File: config.mk
export PLATFORM = sky130hd
export DESIGN_NAME = fork_fetch_control_flat
export DESIGN_NICKNAME = d
export VERILOG_FILES = /design/src/rtl/fork_fetch_pkg.sv /design/src/rtl/fork_fetch_control_if.sv /design/src/rtl/fork_perf_cnt.sv /design/src/rtl/fork_fetch_control.sv /design/src/flat_wrapper.sv
export SDC_FILE = /design/constraint.sdc
export NUM_CORES = 1
export LEC_CHECK = 0
export ABC_AREA = 1
export BUFFER_PORTS_ARGS = -buffer_cell sky130_fd_sc_hd__buf_2
export CAP_MARGIN = 0
export CORE_ASPECT_RATIO = 1.5
export CORE_MARGIN = 1.5
export CORE_UTILIZATION = 50
export CTS_CLUSTER_DIAMETER = 100
export DETAILED_ROUTE_END_ITERATION = 8
export GPL_TIMING_DRIVEN = 0
export PLACE_DENSITY = 0.74
export SKIP_LAST_GASP = 1
export SYNTH_ARGS = -nofsm -noshare
export SYNTH_HDL_FRONTEND = slang
export SYNTH_SLANG_ARGS = --single-unit
export TNS_END_PERCENT = 10
File: constraint.sdc
create_clock -name clk -period 2.39 [get_ports clk]
set_clock_uncertainty 0.2 [all_clocks]
set_input_delay 0.478 -clock clk [delete_from_list [all_inputs] [get_ports clk]]
set_output_delay 0.478 -clock clk [all_outputs]
set_load 0.05 [all_outputs]
File: src/rtl/fork_fetch_pkg.sv
// Shared types and defaults for the fork fetch controller.
package fork_fetch_pkg;
  localparam int PC_W_DEF     = 10;
  localparam int RESET_PC_DEF = 0;
  localparam int CNT_W        = 16;

  typedef enum logic [1:0] {
    SINGLE = 2'd0,
    FORKED = 2'd1,
    HOLD   = 2'd2
  } state_e;
endpackage

File: src/rtl/fork_fetch_control_if.sv
// Fetch-control bus: fork/resolve inputs and registered PC/status outputs.
// Counter signals exist only when FORK_FETCH_PERF_EN is defined.
interface fork_fetch_control_if import fork_fetch_pkg::*; #(
  parameter int PC_W = PC_W_DEF
);
  logic            stall;
  logic            fork_req;
  logic [PC_W-1:0] fork_bta;
  logic [PC_W-1:0] fork_ft;
  logic            correct_en_t;
  logic [PC_W-1:0] correction_t;
  logic            correct_en_n;
  logic [PC_W-1:0] correction_n;
  logic [PC_W-1:0] pc_t;
  logic [PC_W-1:0] pc_n;
  logic            forked;
  logic            fork_hold;
  logic            surv_t;
`ifdef FORK_FETCH_PERF_EN
  logic [CNT_W-1:0] fork_cnt;
  logic [CNT_W-1:0] mispred_t_cnt;
  logic [CNT_W-1:0] hold_cyc_cnt;
`endif

  // Upstream side: decode/resolver drive events, observe the PCs.
  modport master (
    output stall, fork_req, fork_bta, fork_ft,
    output correct_en_t, correction_t, correct_en_n, correction_n,
    input  pc_t, pc_n, forked, fork_hold, surv_t
`ifdef FORK_FETCH_PERF_EN
    , input fork_cnt, mispred_t_cnt, hold_cyc_cnt
`endif
  );

  // Controller side.
  modport slave (
    input  stall, fork_req, fork_bta, fork_ft,
    input  correct_en_t, correction_t, correct_en_n, correction_n,
    output pc_t, pc_n, forked, fork_hold, surv_t
`ifdef FORK_FETCH_PERF_EN
    , output fork_cnt, mispred_t_cnt, hold_cyc_cnt
`endif
  );
endinterface

File: src/rtl/fork_perf_cnt.sv
// Saturating event counter with enable and async active-high reset.
module fork_perf_cnt import fork_fetch_pkg::*; #(
  parameter int W = CNT_W
) (
  input  logic         clk,
  input  logic         rst,
  input  logic         en_i,
  output logic [W-1:0] cnt_o
);
  logic [W-1:0] cnt_q;

  // Count enabled events, sticking at all-ones.
  always_ff @(posedge clk or posedge rst) begin
    if (rst)                     cnt_q <= '0;
    else if (en_i && cnt_q != '1) cnt_q <= cnt_q + 1'b1;
  end

  assign cnt_o = cnt_q;
endmodule

File: src/rtl/fork_fetch_control.sv
// Fetch PC controller for the taken/not-taken eager-execution pipes.
// Forks both pipes on an ID branch, rejoins on resolution, and parks a
// second fork in HOLD until the first resolves.
// Optional counters: define FORK_FETCH_PERF_EN.
module fork_fetch_control import fork_fetch_pkg::*; #(
  parameter int PC_W     = PC_W_DEF,
  parameter int RESET_PC = RESET_PC_DEF
) (
  input  logic                 clk,
  input  logic                 rst,
  fork_fetch_control_if.slave  bus
);
  localparam logic [PC_W-1:0] RST_PC = PC_W'(RESET_PC);

  state_e          state_q, state_d;
  logic [PC_W-1:0] pc_t_q, pc_t_d, pc_n_q, pc_n_d;
  logic [PC_W-1:0] bta_q, bta_d, ft_q, ft_d;
  logic            surv_q, surv_d;
  logic            corr_t, corr_n;

  // Simultaneous corrections are illegal and treated as no correction.
  assign corr_t = bus.correct_en_t & ~bus.correct_en_n;
  assign corr_n = bus.correct_en_n & ~bus.correct_en_t;

  // State, PCs, pending fork and survivor flag.
  always_ff @(posedge clk or posedge rst) begin
    if (rst) begin
      state_q <= SINGLE;
      pc_t_q  <= RST_PC;
      pc_n_q  <= RST_PC;
      bta_q   <= '0;
      ft_q    <= '0;
      surv_q  <= 1'b1;
    end else begin
      state_q <= state_d;
      pc_t_q  <= pc_t_d;
      pc_n_q  <= pc_n_d;
      bta_q   <= bta_d;
      ft_q    <= ft_d;
      surv_q  <= surv_d;
    end
  end

  // Next-state / next-PC selection; stall freezes everything.
  always_comb begin
    state_d = state_q;
    pc_t_d  = pc_t_q;
    pc_n_d  = pc_n_q;
    bta_d   = bta_q;
    ft_d    = ft_q;
    surv_d  = surv_q;
    if (!bus.stall) begin
      unique case (state_q)
        SINGLE: begin
          if (bus.fork_req) begin
            pc_t_d  = bus.fork_bta;
            pc_n_d  = bus.fork_ft;
            state_d = FORKED;
          end else begin
            pc_t_d = pc_t_q + 1'b1;
            pc_n_d = pc_n_q + 1'b1;
          end
        end
        FORKED: begin
          if (bus.fork_req && (corr_t || corr_n)) begin
            // New fork overrides the rejoin; survivor still recorded.
            pc_t_d = bus.fork_bta;
            pc_n_d = bus.fork_ft;
            surv_d = corr_n;
          end else if (bus.fork_req) begin
            bta_d   = bus.fork_bta;
            ft_d    = bus.fork_ft;
            state_d = HOLD;
          end else if (corr_t) begin
            pc_t_d  = bus.correction_t;
            pc_n_d  = pc_n_q + 1'b1;
            surv_d  = 1'b0;
            state_d = SINGLE;
          end else if (corr_n) begin
            pc_n_d  = bus.correction_n;
            pc_t_d  = pc_t_q + 1'b1;
            surv_d  = 1'b1;
            state_d = SINGLE;
          end else begin
            pc_t_d = pc_t_q + 1'b1;
            pc_n_d = pc_n_q + 1'b1;
          end
        end
        HOLD: begin
          // PCs frozen until the outstanding branch resolves, then the
          // parked fork is applied on that same edge.
          if (corr_t || corr_n) begin
            pc_t_d  = bta_q;
            pc_n_d  = ft_q;
            surv_d  = corr_n;
            state_d = FORKED;
          end
        end
        default: state_d = SINGLE;
      endcase
    end
  end

  assign bus.pc_t      = pc_t_q;
  assign bus.pc_n      = pc_n_q;
  assign bus.forked    = (state_q != SINGLE);
  assign bus.fork_hold = (state_q == HOLD);
  assign bus.surv_t    = surv_q;

`ifdef FORK_FETCH_PERF_EN
  logic fork_inc, mis_t_inc, hold_inc;

  assign fork_inc  = ~bus.stall & (
                       (state_q == SINGLE & bus.fork_req) |
                       (state_q == FORKED & bus.fork_req & (corr_t | corr_n)) |
                       (state_q == HOLD   & (corr_t | corr_n)));
  assign mis_t_inc = ~bus.stall & corr_t & (state_q != SINGLE);
  assign hold_inc  = ~bus.stall & (state_q == HOLD);

  fork_perf_cnt #(.W(CNT_W)) u_fork_cnt (
    .clk(clk), .rst(rst), .en_i(fork_inc),  .cnt_o(bus.fork_cnt));
  fork_perf_cnt #(.W(CNT_W)) u_mis_t_cnt (
    .clk(clk), .rst(rst), .en_i(mis_t_inc), .cnt_o(bus.mispred_t_cnt));
  fork_perf_cnt #(.W(CNT_W)) u_hold_cnt (
    .clk(clk), .rst(rst), .en_i(hold_inc),  .cnt_o(bus.hold_cyc_cnt));
`endif

  // Resolver must never flag both pipes wrong at once.
  a_one_correction: assert property (@(posedge clk) disable iff (rst)
    !(bus.correct_en_t && bus.correct_en_n));
endmodule

File: src/flat_wrapper.sv
// flat-port wrapper written by rule: the top's interface ports become plain ports
module fork_fetch_control_flat import fork_fetch_pkg::*;
#(
  parameter int PC_W     = PC_W_DEF,
  parameter int RESET_PC = RESET_PC_DEF
)
  (clk, rst, bus_stall, bus_fork_req, bus_fork_bta, bus_fork_ft, bus_correct_en_t, bus_correction_t, bus_correct_en_n, bus_correction_n, bus_pc_t, bus_pc_n, bus_forked, bus_fork_hold, bus_surv_t);
  fork_fetch_control_if #(.PC_W(PC_W)) bus_i ();
  input  logic clk;
  input  logic rst;
  input wire logic [$bits(bus_i.stall)-1:0] bus_stall;
  input wire logic [$bits(bus_i.fork_req)-1:0] bus_fork_req;
  input wire logic [$bits(bus_i.fork_bta)-1:0] bus_fork_bta;
  input wire logic [$bits(bus_i.fork_ft)-1:0] bus_fork_ft;
  input wire logic [$bits(bus_i.correct_en_t)-1:0] bus_correct_en_t;
  input wire logic [$bits(bus_i.correction_t)-1:0] bus_correction_t;
  input wire logic [$bits(bus_i.correct_en_n)-1:0] bus_correct_en_n;
  input wire logic [$bits(bus_i.correction_n)-1:0] bus_correction_n;
  output wire logic [$bits(bus_i.pc_t)-1:0] bus_pc_t;
  output wire logic [$bits(bus_i.pc_n)-1:0] bus_pc_n;
  output wire logic [$bits(bus_i.forked)-1:0] bus_forked;
  output wire logic [$bits(bus_i.fork_hold)-1:0] bus_fork_hold;
  output wire logic [$bits(bus_i.surv_t)-1:0] bus_surv_t;
  assign bus_i.stall = bus_stall;
  assign bus_i.fork_req = bus_fork_req;
  assign bus_i.fork_bta = bus_fork_bta;
  assign bus_i.fork_ft = bus_fork_ft;
  assign bus_i.correct_en_t = bus_correct_en_t;
  assign bus_i.correction_t = bus_correction_t;
  assign bus_i.correct_en_n = bus_correct_en_n;
  assign bus_i.correction_n = bus_correction_n;
  assign bus_pc_t = bus_i.pc_t;
  assign bus_pc_n = bus_i.pc_n;
  assign bus_forked = bus_i.forked;
  assign bus_fork_hold = bus_i.fork_hold;
  assign bus_surv_t = bus_i.surv_t;
  fork_fetch_control #(.PC_W(PC_W), .RESET_PC(RESET_PC)) u_core (.clk(clk), .rst(rst), .bus(bus_i));
endmodule
[Yosys cells after proc, flatten, opt, wreduce, memory -nomap -nowiden]
Cells that the tools add are included.
Operators by class
  div/mod/pow operators: 0
  eq/ne operators: 8
  multiplexer cells: 26
  shifts and indexed selects: 0
  magnitude comparators: 0
  multiply operators: 0
  bitwise gates (word level): 6
  reductions and logical operators: 10
  add/subtract/negate cells: 2
Operator list (count)
  $mux 10: 11
  $pmux 10 s3: 2
  $add 10x1->10 const B: 2
  $mux 2: 6
  $reduce_and 5->1: 2
  $reduce_and 4->1: 2
  $pmux 2 s3: 1
  $mux 1: 5
  $ne 2x2->1 const B: 2
  $ne 4x1->1 const B: 1
  $ne 4x2->1 const B: 1
  $not 1->1: 4
  $reduce_bool 2->1: 2
  $ne 3x2->1 const B: 1
  $reduce_bool 3->1: 1
  $and 1x1->1: 2
  $eq 2x1->1 const B: 1
  $eq 2x2->1 const B: 1
  $logic_not 2->1: 1
  $ne 2x1->1 const B: 1
  $pmux 1 s2: 1
  $logic_and 1x1->1: 1
  $logic_or 1x1->1: 1
Storage, ports and cells
  bits in writable memories: 0
  register bits after elaboration: 43
  bits in read-only memories: 0
  input bits: 46
  memories kept: 0
  output and inout port bits: 23
  bits in latches: 0

[Depth between registers and ports, before layout]
Gate-level depths: netlist of the first run.
  depth after elaboration: 7
  mapped depth: 11

[Worst setup path before layout of the first run]
Ideal clock, no wire load.
  path type: register to register
  from: register u_core.state_q[0]
  to: register u_core.pc_n_q[0] (netlist: u_core.bus.pc_n[0])
  path slack: 383 ps
  library setup time: 125 ps
  arrival: 1682 ps
  cell stages (with the launch flop): 11
  path buffers: 1
  cells stage by stage: dfrtp_1 inv_1 ha_1 nand2_1 nand2_1 inv_1 nand3_2 clkbuf_8 a21oi_1 o21ai_0 o21ai_1
On the way
  longest elaborated chain between the ends: 3
  elaborated cells between the ends (all ways): 8
  classes of those cells: 4 x eq/ne; 1 x mux; 3 x reduce/logical
Ends and longest elaborated chain
  start: declaration: line fork_fetch_control.sv:15  | state_e state_q, state_d;
  start signal: assignment: line fork_fetch_control.sv:35  | state_q <= state_d;
  $eq 2x2->1 (*)
  net bus_fork_hold: line flat_wrapper.sv:22  | output wire logic [$bits(bus_i.fork_hold)-1:0] bus_fork_hold;
  $ne 2x1->1 (no line) or $reduce_bool 3->1 (tied branches)
  $reduce_and 4->1 (no line)
  end signal: assignment: line fork_fetch_control.sv:37  | pc_n_q <= pc_n_d;
  end: declaration: line fork_fetch_control.sv:16  | logic [PC_W-1:0] pc_t_q, pc_t_d, pc_n_q, pc_n_d;
The timed path passes the listed nets; every way through them passes the cells marked *.
A chain may end at the register's enable or synchronous reset.

[Final worst setup path of the first run]
  from: register u_core.state_q[0]
  to: register u_core.pc_n_q[8] (netlist: u_core.bus.pc_n[8])
On the way
  longest elaborated chain between the ends: 3
  elaborated cells between the ends (all ways): 8
  classes of those cells: 4 x eq/ne; 1 x mux; 3 x reduce/logical
Ends and longest elaborated chain
  $eq 2x1->1 (tied with other cells): line fork_fetch_control.sv:53  | unique case (state_q)
  $ne 3x2->1 (no line) (tied with other cells)
  $reduce_and 4->1 (no line)
Parallel ways exist; a longest one is shown, timed or not.

==> reports/qor.yml, run 1 <==
cp.required_ns: 2.43
start_kind: "flop"
syn2layout_area_growth_pct: 16.92
fp.dieW_um: 68.80
swShare_pct: 54.78
ys_ff_latch: 43
core_area_um2: 6218
p_per_area_nw_per_um2: 1297
path_cells: "inv_1 -> ha_1 -> clkbuf_1 -> nand2_1 -> o21ai_0 -> inv_1 -> nand2_1 -> nand2_1 -> a21oi_1"
max_clock_freq_mhz: 460.1
antenna_found_initial: 0
synth_cells: 494
holdPathEnd: "u_core.bta_q[0]"
arrival_ns: 2.22
hp-start: "bus_fork_bta[0]"
wl_met2_mm: 4.891
combPwrFrac_pct: 60.5
start_util_pct: 52.21
final.min_clock_period_ns: 2.174
leakagePower_uw: 0.002003
htree_levels: 2
path_common_cell: "nand2_1"
design_area_um2: 3796
insertion_delay_ns: 0.31
syn-mean-instance-area_um2: 6.573
routed_wl_mm: 9.736
post-place-cells: 636
cts_buffers: 5
cts_tree: "yes"
numPortBuffers: 67
peakVddDrop_mv: 0.9362
clock_sinks: 43
drc: 0
wl_met3_um: 583
maxCapViolations: 0
crit_fanout: 10
grt_pass1_vias: 3294
drtIter0Drc: 307
crit_type: "flop to flop"
cp-end-kind: "flop"
status: "finished clean"
placed_area_um2: 3695
holdPathStages: 2
hold_path_class: "input port to flop"
cts_root_buffer: "clkbuf_8"
viasPerCell: 5.575
post_synth_num_cell_types: 31
num_antenna_cells: 0
placementRows: 35
pwr-share-seq_pct: 29.1
grt_use_total_pct: 29.70
grt_max_degree: 31
p_int_uw: 2226
yosys_warnings: 0
gp_congestion: 0.8926
synth_nets: 549
clock_power_share_pct: 10.4
highest_layer: "met4"
post-dp-hpwl_mm: 7.162
ant_nets: 0
setup_viol: 0
path_buf_inv: 3
setup_tns_ns: 0
drive_above_1_share_pct: 19.61
overflow: 0
switchingPower_uw: 2698
reg2reg_slack_ns: 0.22
grt_pass1_wl_mm: 15.42
seq_area_frac_synth_pct: 33.18
max-slew-margin-rel_pct: 56.53
rsz0062_at_grt: "false"
drt_first_pass_iters: 5
finalMaxSlewViolations: 0
finalNonFillerCells: 645
min_period_over_period_pct: 90.94
cpPeakStageDelay_ns: 0.53
wl_met1_mm: 3.930
hold_viol: 0
fp.dieArea_um2: 6996
io_pins: 69
rr_endpoint: "u_core.bus.pc_n[8]"
clockBufferDepth: 2
syn_area_um2: 3247
cp_slowest_cell: "clkbuf_1"
fin_nets: 625
worst_slew_pin_slew_ns: 0.6521
cpLargestDelayFamily: "buffers and inverters"
fin_util_pct: 61.05
cts.reportedPaths.clkPinSlew_ns: 0.09
wl_per_cell_um: 15.09
rr_worst_depth: 9
r2r-start: "u_core.state_q[0]"
vias: 3596
dieHeight_um: 101.7
metal layers:
metal / global-route usage (%) / up-vias
met1: 37.00 / 1681
met5: 0 / -
li1: - / 1735
met4: 12.52 / 0
met3: 4.222 / 29
met2: 50.22 / 151
how the worst max path moves through the flow:
stage	slack [ns]	cells past startpoint	endpoint	start
after global placement	-0.0002	2	u_core.bus.pc_t[6]	rst
after global routing	0.03	9	u_core.bus.pc_n[6]	u_core.state_q[0]
final	0.22	9	u_core.bus.pc_n[8]	u_core.state_q[0]
after floorplan	0.38	10	u_core.bus.pc_n[0]	u_core.state_q[0]
after CTS	0.25	9	u_core.bus.pc_n[8]	u_core.state_q[0]
after detailed placement	0.12	11	u_core.bus.pc_n[4]	bus_correct_en_n
layout make-up:
| cell class | instances | area, um2 |
|---|---|---|
| fillers | 618 | 2422 |
| clock inverters | 1 | 5.005 |
| multi-input cells | 360 | 1758 |
| clock buffers | 7 | 86.33 |
| well taps | 74 | 92.59 |
| plain buffers | 23 | 156.4 |
| inverters | 68 | 255.2 |
| repair buffers | 69 | 365.4 |
| flip-flops and latches | 43 | 1077 |
state kept, by name, summed over array words and instances (netlist names):
register	cells
u_core.bta_q	10
u_core.bus.pc_n	10
u_core.bus.pc_t	10
u_core.bus.surv_t	1
u_core.ft_q	10
u_core.state_q	2
cells in the final DEF, fill, tap and decap left out, types with 5 or more instances in the layout:
| cell | count |
|---|---|
| nand3_1 | 14 |
| clkbuf_8 | 8 |
| nand2_1 | 134 |
| inv_1 | 63 |
| clkbuf_1 | 7 |
| o21ai_0 | 37 |
| inv_2 | 5 |
| buf_2 | 77 |
| a21oi_1 | 53 |
| dfrtp_1 | 42 |
| nor2_1 | 48 |
| nand4_1 | 6 |
| nand2_2 | 5 |
| o21ai_1 | 25 |
| ha_1 | 9 |
repair_timing:
action / CTS / global route
gates resized for setup: 0 / 0
endpoints found under the hold margin: 12 / 0
buffers inserted: 0 / 0
hold buffers: 1 / 0
power groups by stage:
| stage | clock [uW] | combinational [uW] | sequential, uW |
|---|---|---|---|
| finish | 510 | 2980 | 1430 |
| global route | 541 | 3280 | 1480 |
| CTS | 508 | 2960 | 1430 |
| detailed placement | 0 | 2940 | 1440 |
| global placement | 0 | 2890 | 1420 |
| floorplan | 0 | 1650 | 1980 |
through the flow:
step,setup slack (ns),hold slack (ns),power [uW]
2_1_floorplan,0.3830,0.2586,3635
3_3_place_gp,-0.0002394,0.2718,4305
3_5_place_dp,0.1243,0.2606,4383
4_1_cts,0.2464,0.2190,4894
5_1_grt,0.03265,0.2332,5310
6_report,0.2164,0.2172,4924
synth_stat cells:
library cell	n	area, um2
a21oi_1	53	265.3
nor2_1	48	180.2
nand3_2	4	40.04
o32ai_1	1	8.760
a31oi_1	4	25.02
inv_1	64	240.2
nand2_1	134	503.0
o211ai_1	4	30.03
clkbuf_8	2	27.53
o21ai_1	25	125.1
nand3_1	14	70.07
mux2_1	3	33.78
xnor2_1	2	17.52
dfrtp_1	42	1051
buf_4	1	7.510
dfstp_2	1	26.28
buf_8	1	15.01
inv_2	4	15.01
clkbuf_1	6	22.52
nand2_2	5	31.28
xor2_1	3	26.28
nand4_1	6	37.54
ha_1	9	112.6
nor2_4	2	22.52
nor3_1	2	10.01
o21ai_0	37	185.2
o211a_1	1	10.01
nand2_4	1	11.26
buf_2	10	50.05
buf_6	3	33.78
nor2_2	2	12.51
kinds of logic (layout without fill, tap and decap cells):
logic type,Yosys count,after routing,synth area share (%)
mux,3,3,1.040
xor+xnor,5,5,1.349
flops,43,43,33.18
compound gates,125,125,20.00
fa+ha+maj,9,9,3.468
buf+inv,91,168,12.68
simple gates,218,218,28.29
Power figures use the tool's default switching activity.
==> run 2: changes to the inputs <==
Settings changed: ABC_AREA 1 to not set, CELL_PAD_IN_SITES_DETAIL_PLACEMENT set to 2, CELL_PAD_IN_SITES_GLOBAL_PLACEMENT set to 2, CORE_UTILIZATION 50 to 33, PLACE_DENSITY 0.74 to not set, PLACE_DENSITY_LB_ADDON set to 0.1.
==> reports/qor.yml, run 2 <==
status: "finished clean"
drt_first_pass_iters: 4
post-place-cells: 524
cts_root_buffer: "clkbuf_16"
grt_pass1_vias: 3409
seq_area_frac_synth_pct: 35.09
arrival_ns: 2.28
worst_slew_pin_slew_ns: 0.6195
ant_nets: 0
mostFrequentLayoutCell: "buf_2"
insertion_delay_ns: 0.29
core_area_um2: 8934
drc: 0
syn_area_um2: 3070
routed_wl_mm: 11.79
synth_largest_area_cell: "dfrtp_1"
min_period_over_period_pct: 95.89
clockBufferDepth: 2
final.min_clock_period_ns: 2.292
synthXorXnorAreaFrac_pct: 3.138
grt_use_total_pct: 25.78
p_int_uw: 2524
power.total_uw: 5215
dieHeight_um: 121.1
wl_per_cell_um: 22.12
setup_ws_ns: 0.09828
combPwrFrac_pct: 58.5
setup_viol: 0
synth_nets: 401
leakagePower_uw: 0.001719
antenna_found_initial: 0
cp.required_ns: 2.38
syn-mean-instance-area_um2: 8.874
cp-end-kind: "flop"
preCtsSetupSlack_ns: -0.2293
max_clock_freq_mhz: 436.4
num_antenna_cells: 0
p_per_area_nw_per_um2: 1395
start_util_pct: 34.37
io_pins: 69
clock_power_share_pct: 13.4
syn2layout_area_growth_pct: 21.72
cts.reportedPaths.clkPinSlew_ns: 0.06
synth_commonest_cells: "dfrtp_1, nand2_1, mux2_2"
num-fill-cells: 1062
viasPerCell: 5.814
fp.dieArea_um2: 9904
crit_fanout: 9
cts_buffers: 5
max-slew-margin-rel_pct: 58.70
post-dp-hpwl_mm: 8.678
path_cells: "inv_1 -> ha_1 -> clkbuf_4 -> nand2_1 -> and3_1 -> buf_4 -> nand2_4 -> a221o_1 -> o221a_2"
hold_path_class: "input port to async pin"
mostFrequentLayoutCells: "buf_2, nand2_1, dfrtp_1"
synth.top_cell.area_share_pct: 34.23
cpPeakStageDelay_ns: 0.40
synth_cells: 346
async_flop_share_pct: 100.0
crit_type: "flop to flop"
synthSimpleGateAreaFrac_pct: 17.36
peakVddDrop_mv: 0.6441
synth_top_family_by_area: "compound AO/OA/AOI/OAI gates"
grt_pass1_wl_mm: 18.71
rsz0062_at_grt: "true"
drtIter0Drc: 111
maxCapViolations: 0
pwr-share-seq_pct: 28.2
numPortBuffers: 67
reg2reg_slack_ns: 0.1
cts_hold_repair.buffers: 0
placementRows: 42
fp.dieW_um: 81.76
grt_max_degree: 24
hold_viol: 0
fin_nets: 477
clock_sinks: 43
synthAdderAreaFrac_pct: 3.667
design_area_um2: 3737
placed_area_um2: 3563
hold_slack_ns: 0.01080
overflow: 0
swShare_pct: 51.59
synthFlopType: "dfrtp_1"
cp_slowest_cell: "dfrtp_1"
vias: 3099
switchingPower_uw: 2690
synth_edf_count: 0
finalNonFillerCells: 533
post_synth_num_cell_types: 60
yosys_warnings: 0
ys_ff_latch: 43
drive_above_1_share_pct: 32.39
synth-compound-area-share_pct: 23.92
htree_levels: 2
cts_tree: "yes"
gp_congestion: 0.7671
synth_mux_area_share_pct: 10.84
synth_area_leaders: "dfrtp_1, mux2_2, nand2_1"
start_kind: "flop"
finalMaxSlewViolations: 0
==> run 2: changes by cell type in the layout (fill, tap and decap cells not counted), moves of 14 or more <==
cell      change
a21oi_1      -35
a221oi_1     +14
inv_1        -51
mux2_2       +26
nand2_1      -92
nor2_1       -29
o21ai_1      -23
==> run 2: cell type report <==
class | instances | area (um2) | area share (%)
multi-input cells | 264 | 1824 | 48.81
flip-flops and latches | 43 | 1077 | 28.82
repair buffers | 69 | 362.8 | 9.709
plain buffers | 25 | 145.1 | 3.883
well taps | 110 | 137.6 | 3.683
clock buffers | 7 | 132.6 | 3.549
inverters | 14 | 52.55 | 1.406
clock inverters | 1 | 5.005 | 0.1339
==> run 2: path summary, 6_finish.rpt <==
| path | start | end | depth (start not counted) |
|---|---|---|---|
| setup / recovery | u_core.state_q[0] | u_core.bus.pc_n[7] | 9 |
| hold / removal | rst | u_core.bus.pc_n[1] | 2 |
| setup reg to reg | u_core.state_q[0] | u_core.bus.pc_n[7] | 9 |
| hold reg to reg | u_core.bus.surv_t | u_core.bus.surv_t | 2 |
| max in group asynchronous | rst | u_core.bus.surv_t | 3 |
| min in group clk | bus_fork_bta[8] | u_core.bta_q[8] | 2 |
==> run 2: through the flow <==
step | util (%) | TNS, ns
after detailed placement | 39.89 | -2.421
after global placement | 39.66 | -6.434
final | 41.83 | 0
after global routing | 41.83 | -0.05000
after CTS | 41.47 | -0.3293
after floorplan | - | 0
==> run 2: what timing repair did <==
item                       CTS  global route
buffers inserted             0             1
gates resized for setup      2            14
setup endpoints to repair   12            20
==> run 2: logic make-up after synthesis <==
logic type | after synthesis
AO/OA/AOI/OAI | 106
multiplexers | 30
adder cells (fa/ha/maj) | 9
AND/OR/NAND/NOR | 108
buffers and inverters | 39
XOR/XNOR | 11
flip-flops | 43
==> run 2: critical path: cells and delay by family (launching register included) <==
kind / cells / cell delay [ns]
AO/OA/AOI/OAI: 2 / 0.53
adder cells (fa/ha/maj): 1 / 0.21
buffers and inverters: 3 / 0.46
flip-flops: 1 / 0.40
AND/OR/NAND/NOR: 3 / 0.38
==> run 2: routing by layer <==
layer	GRT usage (%)	up-vias	wire length, um
li1	-	1428	-
met3	3.158	20	345
met1	30.08	1583	4870
met2	46.31	68	6244
met4	10.17	0	326
met5	0	-	0
==> run 2: power groups by stage <==
stage	registers [uW]	logic, uW	clock network (uW)
after CTS	1470	3020	705
after floorplan	1990	1580	0
after global placement	1450	2900	0
after detailed placement	1490	3000	0
after global routing	1530	3320	725
final	1470	3050	696
==> run 3: changes to the inputs <==
Settings changed: ABC_AREA set to 1, CORE_UTILIZATION 33 to 29.
==> reports/qor.yml, run 3 (synthesized netlist as in run 1, its figures left out) <==
status: "finished clean"
leakagePower_uw: 0.002031
drtIter0Drc: 75
peakVddDrop_mv: 0.6727
cts_buffers: 5
clockBufferDepth: 2
cts_resized: 0
grt_pass1_wl_mm: 20.82
insertion_delay_ns: 0.29
grt_max_degree: 37
fp.dieArea_um2: 11850
numPortBuffers: 67
cts_tree: "yes"
gp_congestion: 0.7613
maxCapViolations: 0
worst_slew_pin_slew_ns: 0.6830
cp-end-kind: "flop"
hold_path_class: "input port to flop"
vias: 3609
max-slew-margin-rel_pct: 54.47
fin_util_pct: 35.97
setup_tns_ns: 0
r2r-start: "u_core.state_q[0]"
power.total_uw: 5359
core_area_um2: 11000
placementRows: 47
crit_fanout: 10
placed_area_um2: 3786
crit_type: "flop to flop"
hold_viol: 0
hp-start: "bus_fork_bta[0]"
grt_use_total_pct: 23.26
wl_per_cell_um: 18.27
reg2reg_slack_ns: 0.22
start_kind: "flop"
viasPerCell: 5.033
fin_nets: 625
num_antenna_cells: 0
overflow: 0
drive_above_1_share_pct: 19.47
ant_nets: 0
hold_slack_ns: 0.2372
syn2layout_area_growth_pct: 21.81
p_per_area_nw_per_um2: 1355
startpoint: "u_core.state_q[0]"
antenna_found_initial: 0
cts.reportedPaths.clkPinSlew_ns: 0.07
cts_root_buffer: "clkbuf_16"
fp.dieW_um: 89.40
min_period_over_period_pct: 90.88
grt_pass1_vias: 4007
drc: 0
mostFrequentLayoutCell: "nand2_1"
final.min_clock_period_ns: 2.172
setup_viol: 0
htree_levels: 2
arrival_ns: 2.19
design_area_um2: 3955
start_util_pct: 29.53
finalMaxSlewViolations: 0
rsz0062_at_grt: "false"
clock_sinks: 43
mostFrequentLayoutCells: "nand2_1, buf_2, inv_1"
io_pins: 69
post-dp-hpwl_mm: 10.03
cp.required_ns: 2.41
drt_first_pass_iters: 4
dieHeight_um: 132.6
routed_wl_mm: 13.10
max_clock_freq_mhz: 460.4
run 3: worst paths after layout:
check | end | depth (start not counted)
min in group asynchronous | u_core.bus.pc_n[3] | 3
hold reg to reg | u_core.bta_q[0] | 1
setup reg to reg | u_core.bus.pc_t[8] | 9
hold / removal | u_core.bta_q[0] | 2
max in group asynchronous | u_core.bus.surv_t | 4
setup / recovery | u_core.bus.pc_t[8] | 9
run 3: layer usage:
| metal | global-route usage [%] | wire length [um] | up-vias |
|---|---|---|---|
| met2 | 43.27 | 7257 | 54 |
| met3 | 2.371 | 238 | 16 |
| met4 | 5.897 | 252 | 0 |
| li1 | - | - | 1731 |
| met5 | 0 | 0 | - |
| met1 | 27.57 | 5349 | 1808 |
run 3: cell type report:
| cell class | count | area, um2 |
|---|---|---|
| inverters | 68 | 255.2 |
| plain buffers | 23 | 156.4 |
| multi-input cells | 360 | 1758 |
| flip-flops and latches | 43 | 1077 |
| clock inverters | 1 | 30.03 |
| clock buffers | 6 | 128.9 |
| repair buffers | 69 | 365.4 |
| well taps | 147 | 183.9 |
| fillers | 1398 | 7042 |
run 3: what timing repair did:
action | 4_1_cts | 5_1_grt
hold buffers | 1 | 0
setup buffers | 0 | 0
hold endpoints to repair | 7 | 0
run 3: power breakdown:
part           internal [uW]  switching, uW
clock network            489            299
registers               1080            369
logic                    912           2210
total                   2480           2880
run 3: through the flow:
| stage | std cells | setup WS (ns) |
|---|---|---|
| after detailed placement | 709 | -0.05071 |
| after CTS | 717 | 0.1463 |
| after floorplan | 494 | 0.3830 |
| after global placement | 708 | -0.1856 |
| final | 717 | 0.2179 |
| after global routing | 717 | 0.02443 |
run 3: critical path: stages, from the launching register on:
cell and delay, ns:
dfrtp_1 0.42, inv_1 0.12, ha_1 0.31, clkbuf_1 0.52, nand2_1 0.10, o21ai_0 0.14, inv_1 0.07, nand2_1 0.07
nand2_1 0.04, a21oi_1 0.11
